==> src/rtl/regfile_wb_arbiter_pkg.sv <==
// Shared constants and the round-robin ring helper for the write-back arbiter.
// The ring helper is kept here so other port arbiters can reuse it.
package regfile_wb_arbiter_pkg;

    localparam int REG_ADDR_W = 5;
    localparam int NUM_REGS   = 32;

    localparam int REQ_ALU = 0;
    localparam int REQ_LSU = 1;
    localparam int REQ_MDU = 2;

    // Index that follows idx in a ring of n requesters.
    function automatic int rr_next(input int idx, input int n);
        return (idx + 1 >= n) ? 0 : idx + 1;
    endfunction

endpackage

==> src/rtl/regfile_wb_arbiter_if.sv <==
// Bundle of write-back requests, decode hazard query and register-file write port.
// The master side is the pipeline (execute/memory/decode); the slave side is the arbiter.
interface regfile_wb_arbiter_if
    import regfile_wb_arbiter_pkg::*;
#(
    parameter int WIDTH = 32,
    parameter int N_REQ = 3
);

    // Handshake: requester k transfers when i_req_valid[k] & o_req_ready[k] at a
    // rising edge. A requester that sees ready=0 holds valid, rd and data stable.
    logic [N_REQ-1:0]            i_req_valid;
    logic [REG_ADDR_W*N_REQ-1:0] i_req_rd;
    logic [WIDTH*N_REQ-1:0]      i_req_data;
    logic [N_REQ-1:0]            o_req_ready;

    logic                        i_issue_valid;
    logic [REG_ADDR_W-1:0]       i_issue_rd;

    logic [REG_ADDR_W-1:0]       i_rs1;
    logic [REG_ADDR_W-1:0]       i_rs2;
    logic                        o_stall;

    logic                        o_regwrite;
    logic [REG_ADDR_W-1:0]       o_rd;
    logic [WIDTH-1:0]            o_write_data;
    logic [NUM_REGS-1:0]         o_pending;

    modport master (
        output i_req_valid, i_req_rd, i_req_data,
        output i_issue_valid, i_issue_rd,
        output i_rs1, i_rs2,
        input  o_req_ready, o_stall,
        input  o_regwrite, o_rd, o_write_data, o_pending
    );

    modport slave (
        input  i_req_valid, i_req_rd, i_req_data,
        input  i_issue_valid, i_issue_rd,
        input  i_rs1, i_rs2,
        output o_req_ready, o_stall,
        output o_regwrite, o_rd, o_write_data, o_pending
    );

endinterface

==> src/rtl/regfile_wb_arbiter_rr_arbiter.sv <==
// Combinational round-robin arbiter: searches req starting one past ptr, wrapping,
// and grants the first set bit. Grant is one-hot or zero.
module rr_arbiter
    import regfile_wb_arbiter_pkg::*;
#(
    parameter int N     = 3,
    parameter int PTR_W = (N > 1) ? $clog2(N) : 1
) (
    input  logic [N-1:0]     req,
    input  logic [PTR_W-1:0] ptr,
    output logic [N-1:0]     grant,
    output logic [PTR_W-1:0] grant_idx,
    output logic             grant_valid
);

    int idx;

    always_comb begin
        grant       = '0;
        grant_idx   = '0;
        grant_valid = 1'b0;
        idx         = rr_next(int'(ptr), N);
        for (int i = 0; i < N; i++) begin
            if (!grant_valid && req[idx[PTR_W-1:0]]) begin
                grant[idx[PTR_W-1:0]] = 1'b1;
                grant_idx             = idx[PTR_W-1:0];
                grant_valid           = 1'b1;
            end
            idx = rr_next(idx, N);
        end
    end

endmodule

==> src/rtl/regfile_wb_arbiter.sv <==
// Shares the register-file write port between N_REQ write-back units, tracks pending
// long-latency destinations and flags decode RAW hazards on pending or in-flight writes.
module regfile_wb_arbiter
    import regfile_wb_arbiter_pkg::*;
#(
    parameter int WIDTH = 32,
    parameter int N_REQ = 3
) (
    input  logic                clk,
    input  logic                s_reset,
    regfile_wb_arbiter_if.slave bus
);

    localparam int               PTR_W     = $clog2(N_REQ);
    localparam logic [PTR_W-1:0] PTR_RESET = PTR_W'(N_REQ - 1);

    logic [N_REQ-1:0]      grant;
    logic [PTR_W-1:0]      grant_idx;
    logic                  grant_valid;
    logic [REG_ADDR_W-1:0] grant_rd;
    logic [WIDTH-1:0]      grant_data;

    logic [PTR_W-1:0]      rr_ptr_q,   rr_ptr_d;
    logic                  regwrite_q, regwrite_d;
    logic [REG_ADDR_W-1:0] rd_q,       rd_d;
    logic [WIDTH-1:0]      data_q,     data_d;
    logic [NUM_REGS-1:0]   pending_q,  pending_d;

    logic                  hit_rs1;
    logic                  hit_rs2;

    rr_arbiter #(
        .N     (N_REQ),
        .PTR_W (PTR_W)
    ) u_rr_arbiter (
        .req         (bus.i_req_valid),
        .ptr         (rr_ptr_q),
        .grant       (grant),
        .grant_idx   (grant_idx),
        .grant_valid (grant_valid)
    );

    always_comb begin
        grant_rd   = '0;
        grant_data = '0;
        for (int k = 0; k < N_REQ; k++) begin
            if (grant[k]) begin
                grant_rd   = bus.i_req_rd[REG_ADDR_W*k +: REG_ADDR_W];
                grant_data = bus.i_req_data[WIDTH*k +: WIDTH];
            end
        end
    end

    // A grant to x0 still completes the handshake and moves the pointer, but never
    // writes and never touches the scoreboard. An issue in the same cycle as the
    // clear of the same register wins, since it belongs to a younger instruction.
    always_comb begin
        rr_ptr_d   = rr_ptr_q;
        regwrite_d = 1'b0;
        rd_d       = rd_q;
        data_d     = data_q;
        pending_d  = pending_q;
        if (grant_valid) begin
            rr_ptr_d   = grant_idx;
            regwrite_d = (grant_rd != '0);
            rd_d       = grant_rd;
            data_d     = grant_data;
            if (grant_rd != '0) begin
                pending_d[grant_rd] = 1'b0;
            end
        end
        if (bus.i_issue_valid && (bus.i_issue_rd != '0)) begin
            pending_d[bus.i_issue_rd] = 1'b1;
        end
        pending_d[0] = 1'b0;
    end

    always_ff @(posedge clk) begin
        if (s_reset) begin
            rr_ptr_q   <= PTR_RESET;
            regwrite_q <= 1'b0;
            rd_q       <= '0;
            data_q     <= '0;
            pending_q  <= '0;
        end else begin
            rr_ptr_q   <= rr_ptr_d;
            regwrite_q <= regwrite_d;
            rd_q       <= rd_d;
            data_q     <= data_d;
            pending_q  <= pending_d;
        end
    end

    // The write sitting on the port this cycle is not yet readable from the file.
    always_comb begin
        hit_rs1 = (bus.i_rs1 != '0) &&
                  (pending_q[bus.i_rs1] || (regwrite_q && (rd_q == bus.i_rs1)));
        hit_rs2 = (bus.i_rs2 != '0) &&
                  (pending_q[bus.i_rs2] || (regwrite_q && (rd_q == bus.i_rs2)));
    end

    assign bus.o_req_ready  = grant;
    assign bus.o_stall      = hit_rs1 | hit_rs2;
    assign bus.o_regwrite   = regwrite_q;
    assign bus.o_rd         = rd_q;
    assign bus.o_write_data = data_q;
    assign bus.o_pending    = pending_q;

endmodule
==> src/flat_wrapper.sv <==
// flat-port wrapper written by rule: the top's interface ports become plain ports
module regfile_wb_arbiter_flat import regfile_wb_arbiter_pkg::*;
#(
    parameter int WIDTH = 32,
    parameter int N_REQ = 3
)
  (clk, s_reset, bus_i_req_valid, bus_i_req_rd, bus_i_req_data, bus_i_issue_valid, bus_i_issue_rd, bus_i_rs1, bus_i_rs2, bus_o_req_ready, bus_o_stall, bus_o_regwrite, bus_o_rd, bus_o_write_data, bus_o_pending);
  regfile_wb_arbiter_if #(.WIDTH(WIDTH), .N_REQ(N_REQ)) bus_i ();
  input  logic clk;
  input  logic s_reset;
  input wire logic [$bits(bus_i.i_req_valid)-1:0] bus_i_req_valid;
  input wire logic [$bits(bus_i.i_req_rd)-1:0] bus_i_req_rd;
  input wire logic [$bits(bus_i.i_req_data)-1:0] bus_i_req_data;
  input wire logic [$bits(bus_i.i_issue_valid)-1:0] bus_i_issue_valid;
  input wire logic [$bits(bus_i.i_issue_rd)-1:0] bus_i_issue_rd;
  input wire logic [$bits(bus_i.i_rs1)-1:0] bus_i_rs1;
  input wire logic [$bits(bus_i.i_rs2)-1:0] bus_i_rs2;
  output wire logic [$bits(bus_i.o_req_ready)-1:0] bus_o_req_ready;
  output wire logic [$bits(bus_i.o_stall)-1:0] bus_o_stall;
  output wire logic [$bits(bus_i.o_regwrite)-1:0] bus_o_regwrite;
  output wire logic [$bits(bus_i.o_rd)-1:0] bus_o_rd;
  output wire logic [$bits(bus_i.o_write_data)-1:0] bus_o_write_data;
  output wire logic [$bits(bus_i.o_pending)-1:0] bus_o_pending;
  assign bus_i.i_req_valid = bus_i_req_valid;
  assign bus_i.i_req_rd = bus_i_req_rd;
  assign bus_i.i_req_data = bus_i_req_data;
  assign bus_i.i_issue_valid = bus_i_issue_valid;
  assign bus_i.i_issue_rd = bus_i_issue_rd;
  assign bus_i.i_rs1 = bus_i_rs1;
  assign bus_i.i_rs2 = bus_i_rs2;
  assign bus_o_req_ready = bus_i.o_req_ready;
  assign bus_o_stall = bus_i.o_stall;
  assign bus_o_regwrite = bus_i.o_regwrite;
  assign bus_o_rd = bus_i.o_rd;
  assign bus_o_write_data = bus_i.o_write_data;
  assign bus_o_pending = bus_i.o_pending;
  regfile_wb_arbiter #(.WIDTH(WIDTH), .N_REQ(N_REQ)) u_core (.clk(clk), .s_reset(s_reset), .bus(bus_i));
endmodule
==> config.mk <==
export PLATFORM = sky130hd
export DESIGN_NAME = regfile_wb_arbiter_flat
export DESIGN_NICKNAME = d
export VERILOG_FILES = /design/src/rtl/regfile_wb_arbiter_pkg.sv /design/src/rtl/regfile_wb_arbiter_if.sv /design/src/rtl/regfile_wb_arbiter_rr_arbiter.sv /design/src/rtl/regfile_wb_arbiter.sv /design/src/flat_wrapper.sv
export SDC_FILE = /design/constraint.sdc
export NUM_CORES = 1
export LEC_CHECK = 0
export CAP_MARGIN = 40
export CORE_ASPECT_RATIO = 0.75
export CORE_MARGIN = 5
export CORE_UTILIZATION = 43
export DETAILED_ROUTE_END_ITERATION = 16
export GPL_TIMING_DRIVEN = 0
export PLACE_DENSITY = 0.95
export SETUP_SLACK_MARGIN = 0.05
export SYNTH_ARGS = -nofsm -noshare
export SYNTH_HDL_FRONTEND = slang
export SYNTH_SLANG_ARGS = --single-unit
export TNS_END_PERCENT = 50
==> constraint.sdc <==
create_clock -name clk -period 4.5 [get_ports clk]
set_input_delay 0.9 -clock clk [delete_from_list [all_inputs] [get_ports clk]]
set_output_delay 0.9 -clock clk [all_outputs]
set_load 0.03 [all_outputs]
==> impl_metrics.toml <==
[power_and_ir_drop]
power_w = 0.00196
p_clk_frac = 0.373
power_density_mw_per_mm2 = 308
p_leak_nw = 2.25
combPwrFrac = 0.274
p_int_w = 0.00136
irDropWorstVdd_mv = 0.205
p_switching_w = 0.000593
swShare = 0.303
p_seq_frac = 0.353

[global_route]
grt_pass1_vias = 4771
grt-ovfl-total = 0
grt_pass1_wl_um = 26400
grt_max_degree = 12
grt_antenna_before_repair = 0
grtUsageTotal = 0.303

[finish]
layout_commonest_cell = "clkdlybuf4s50_1"
diodes = 0
fill_cells = 657
final_nets = 803
layout_common_cells = "clkdlybuf4s50_1, dfxtp_1, a22oi_1"
fin_area_mm2 = 0.00635
seqCellArea_mm2 = 0.00142
multi_input_area_mm2 = 0.00232
layout-drive-gt1-share = 0.0756
area_growth_pct = 62.0

[logic_synthesis]
synth_top_family_by_area = "compound AO/OA/AOI/OAI gates"
async_flop_share = 0
synth.area.mux_share = 0.108
synth_nets = 594
synth_xor_area_frac = 0.0223
synth_top_area_share = 0.363
synth_cell_types = 44
yosysTopAreaCell = "dfxtp_1"
synthFlopType = "dfxtp_1"
synth.yosys.warnings = 0
synthesis.area_mm2 = 0.00392
netlist_instances = 462
synth_compound_area_frac = 0.299
synth-seq-cells = 71
ys_seq_area_frac = 0.363
syn_area_per_cell_um2 = 8.48
synth_area_leaders = "dfxtp_1, a22oi_1, mux4_2"
synth_edf_count = 0
yosys.area_share.adder = 0
synthSimpleGateAreaFrac = 0.162

[floorplan]
die_w_um = 120
core_mm2 = 0.00897
fp.dieH_um = 92.7
io_pins = 206
num_rows = 30
dieArea_mm2 = 0.0111
start_util = 0.437

[detailed_routing]
drt_wl_total_um = 17600
dr_total_vias = 5043
dr.pass1.iters = 6
drtAntennaViolNets = 0
drt-initial-drc-count = 670
routed_via_density = 6.41
drcViolationCount = 0
drt-wirelength-per-cell_um = 22.4

[clock_tree]
clock-sinks = 71
holdBufCountCts = 0
cts_tree = "yes"
cts_inserted_buffers = 9
cts-htree-levels = 3
clock_latency_ns = 0.34
post_cts.repair.setup_buffers = 0
clockBufferDepth = 2
path_clk_slew_ns = 0.06
clockRootBuffer = "clkbuf_16"
cts_resized = 3

[worst_setup_path]
required_ns = 3.60
crit_path_max_fanout = 10
crit_type = "in -> out"
start_kind = "input port"
end_kind = "output pin"
arrival_ns = 3.46

[timing]
hold_viol_final = 0
tightestPinTransition_ns = 0.781
slew_viol_final = 0
clock.fmax_ghz = 0.229
rsz0062_at_grt = "no"
setup_violations = 0
maxSlewHeadroom = 0.477
period_share = 0.969
min_period_ns = 4.36
finClkSkew_ns = 0.00964

[outcome]
status = "finished, final reports clean"

[place]
place_area_mm2 = 0.00604
port_buffers = 198
gp_congestion = 0.935
dp_hpwl_um = 13400

[worst_hold_path]
min_path_type = "reg -> reg"

[flow_run]
drv_cap = 0
-- flip-flops by register name (all words and copies together) (netlist names) --
register,count
u_core.bus.o_write_data,32
u_core.bus.o_pending,31
u_core.bus.o_regwrite,1
u_core.rr_ptr_q,2
u_core.bus.o_rd,5
-- worst max-delay path, stage by stage --
cell and delay [ns]:
clkdlybuf4s50_1 0.50, nor2b_1 0.18, o22ai_2 0.24, and2_1 0.19
clkbuf_1 0.38, clkbuf_2 0.34, clkdlybuf4s50_1 0.72
-- cell usage after synthesis (3+ instances only) --
master	n
buf_4	3
and2_1	7
dfxtp_1	71
and3_1	3
a31oi_1	19
a21oi_1	62
mux2_2	3
a22oi_1	64
nand3_1	7
mux4_2	15
nor2_2	3
nor4_1	15
nor2_1	62
nand2b_1	3
inv_1	3
nor3_1	3
mux2i_1	5
o21ai_0	24
o22ai_1	3
buf_1	4
clkbuf_1	26
buf_2	7
nand2_1	12
nor2b_1	4
xor2_1	8
-- cells by family (layout without fill, tap and decap cells) --
family	after synthesis	count (layout)
flip-flops	71	71
other	1	1
AO/OA/AOI/OAI	184	184
multiplexers	23	23
AND/OR/NAND/NOR	130	130
XOR/XNOR	10	10
buffers and inverters	43	256
-- metal layers --
layer / wire length, µm / track usage
met4: 729 / 0.120
met2: 8200 / 0.491
met1: 6600 / 0.383
met5: 0 / 0
met3: 2110 / 0.0861
-- worst paths after layout --
check,startpoint,endpoint,slack [ns],cells after the start
max,bus_i_req_valid[2],bus_o_req_ready[1],0.14,7
min,u_core.bus.o_rd[3]$_SDFFE_PP0N_,u_core.bus.o_rd[3]$_SDFFE_PP0N_,0.53,2
max reg2reg,u_core.rr_ptr_q[0]$_SDFFE_PP0N_,u_core.bus.o_pending[30]$_SDFF_PP0_,1.97,7
min reg2reg,u_core.bus.o_rd[3]$_SDFFE_PP0N_,u_core.bus.o_rd[3]$_SDFFE_PP0N_,0.53,2
-- metrics by stage --
| step | utilization | TNS, ns | hold slack [ns] | instances | setup slack, ns |
|---|---|---|---|---|---|
| global placement | 0.673 | -0.140 | 0.501 | 772 | -0.140 |
| floorplan | - | 0 | 0.473 | 462 | 1.04 |
| detailed placement | 0.673 | -0.226 | 0.508 | 772 | -0.158 |
| global route | 0.708 | 0 | 0.576 | 787 | 0.0302 |
| finish | 0.708 | 0 | 0.529 | 787 | 0.140 |
| CTS | 0.707 | 0 | 0.537 | 787 | 0.0458 |
-- final cells by class --
cell class / count / area share
Buffer: 40 / 0.0274
Clock buffer: 12 / 0.0404
Clock inverter: 3 / 0.00670
Inverter: 3 / 0.00177
Multi-Input combinational cell: 348 / 0.366
Sequential cell: 71 / 0.224
Tap cell: 112 / 0.0221
Timing Repair Buffer: 198 / 0.312
-- power by group through the flow --
stage / logic, W / registers [W] / clock network, W
floorplan: 0.000202 / 0.000763 / 0
global placement: 0.000512 / 0.000700 / 0
detailed placement: 0.000523 / 0.000702 / 0
CTS: 0.000527 / 0.000689 / 0.000726
global route: 0.000563 / 0.000694 / 0.000761
finish: 0.000535 / 0.000691 / 0.000731
Note: power is estimated with default switching activity, not from simulation.
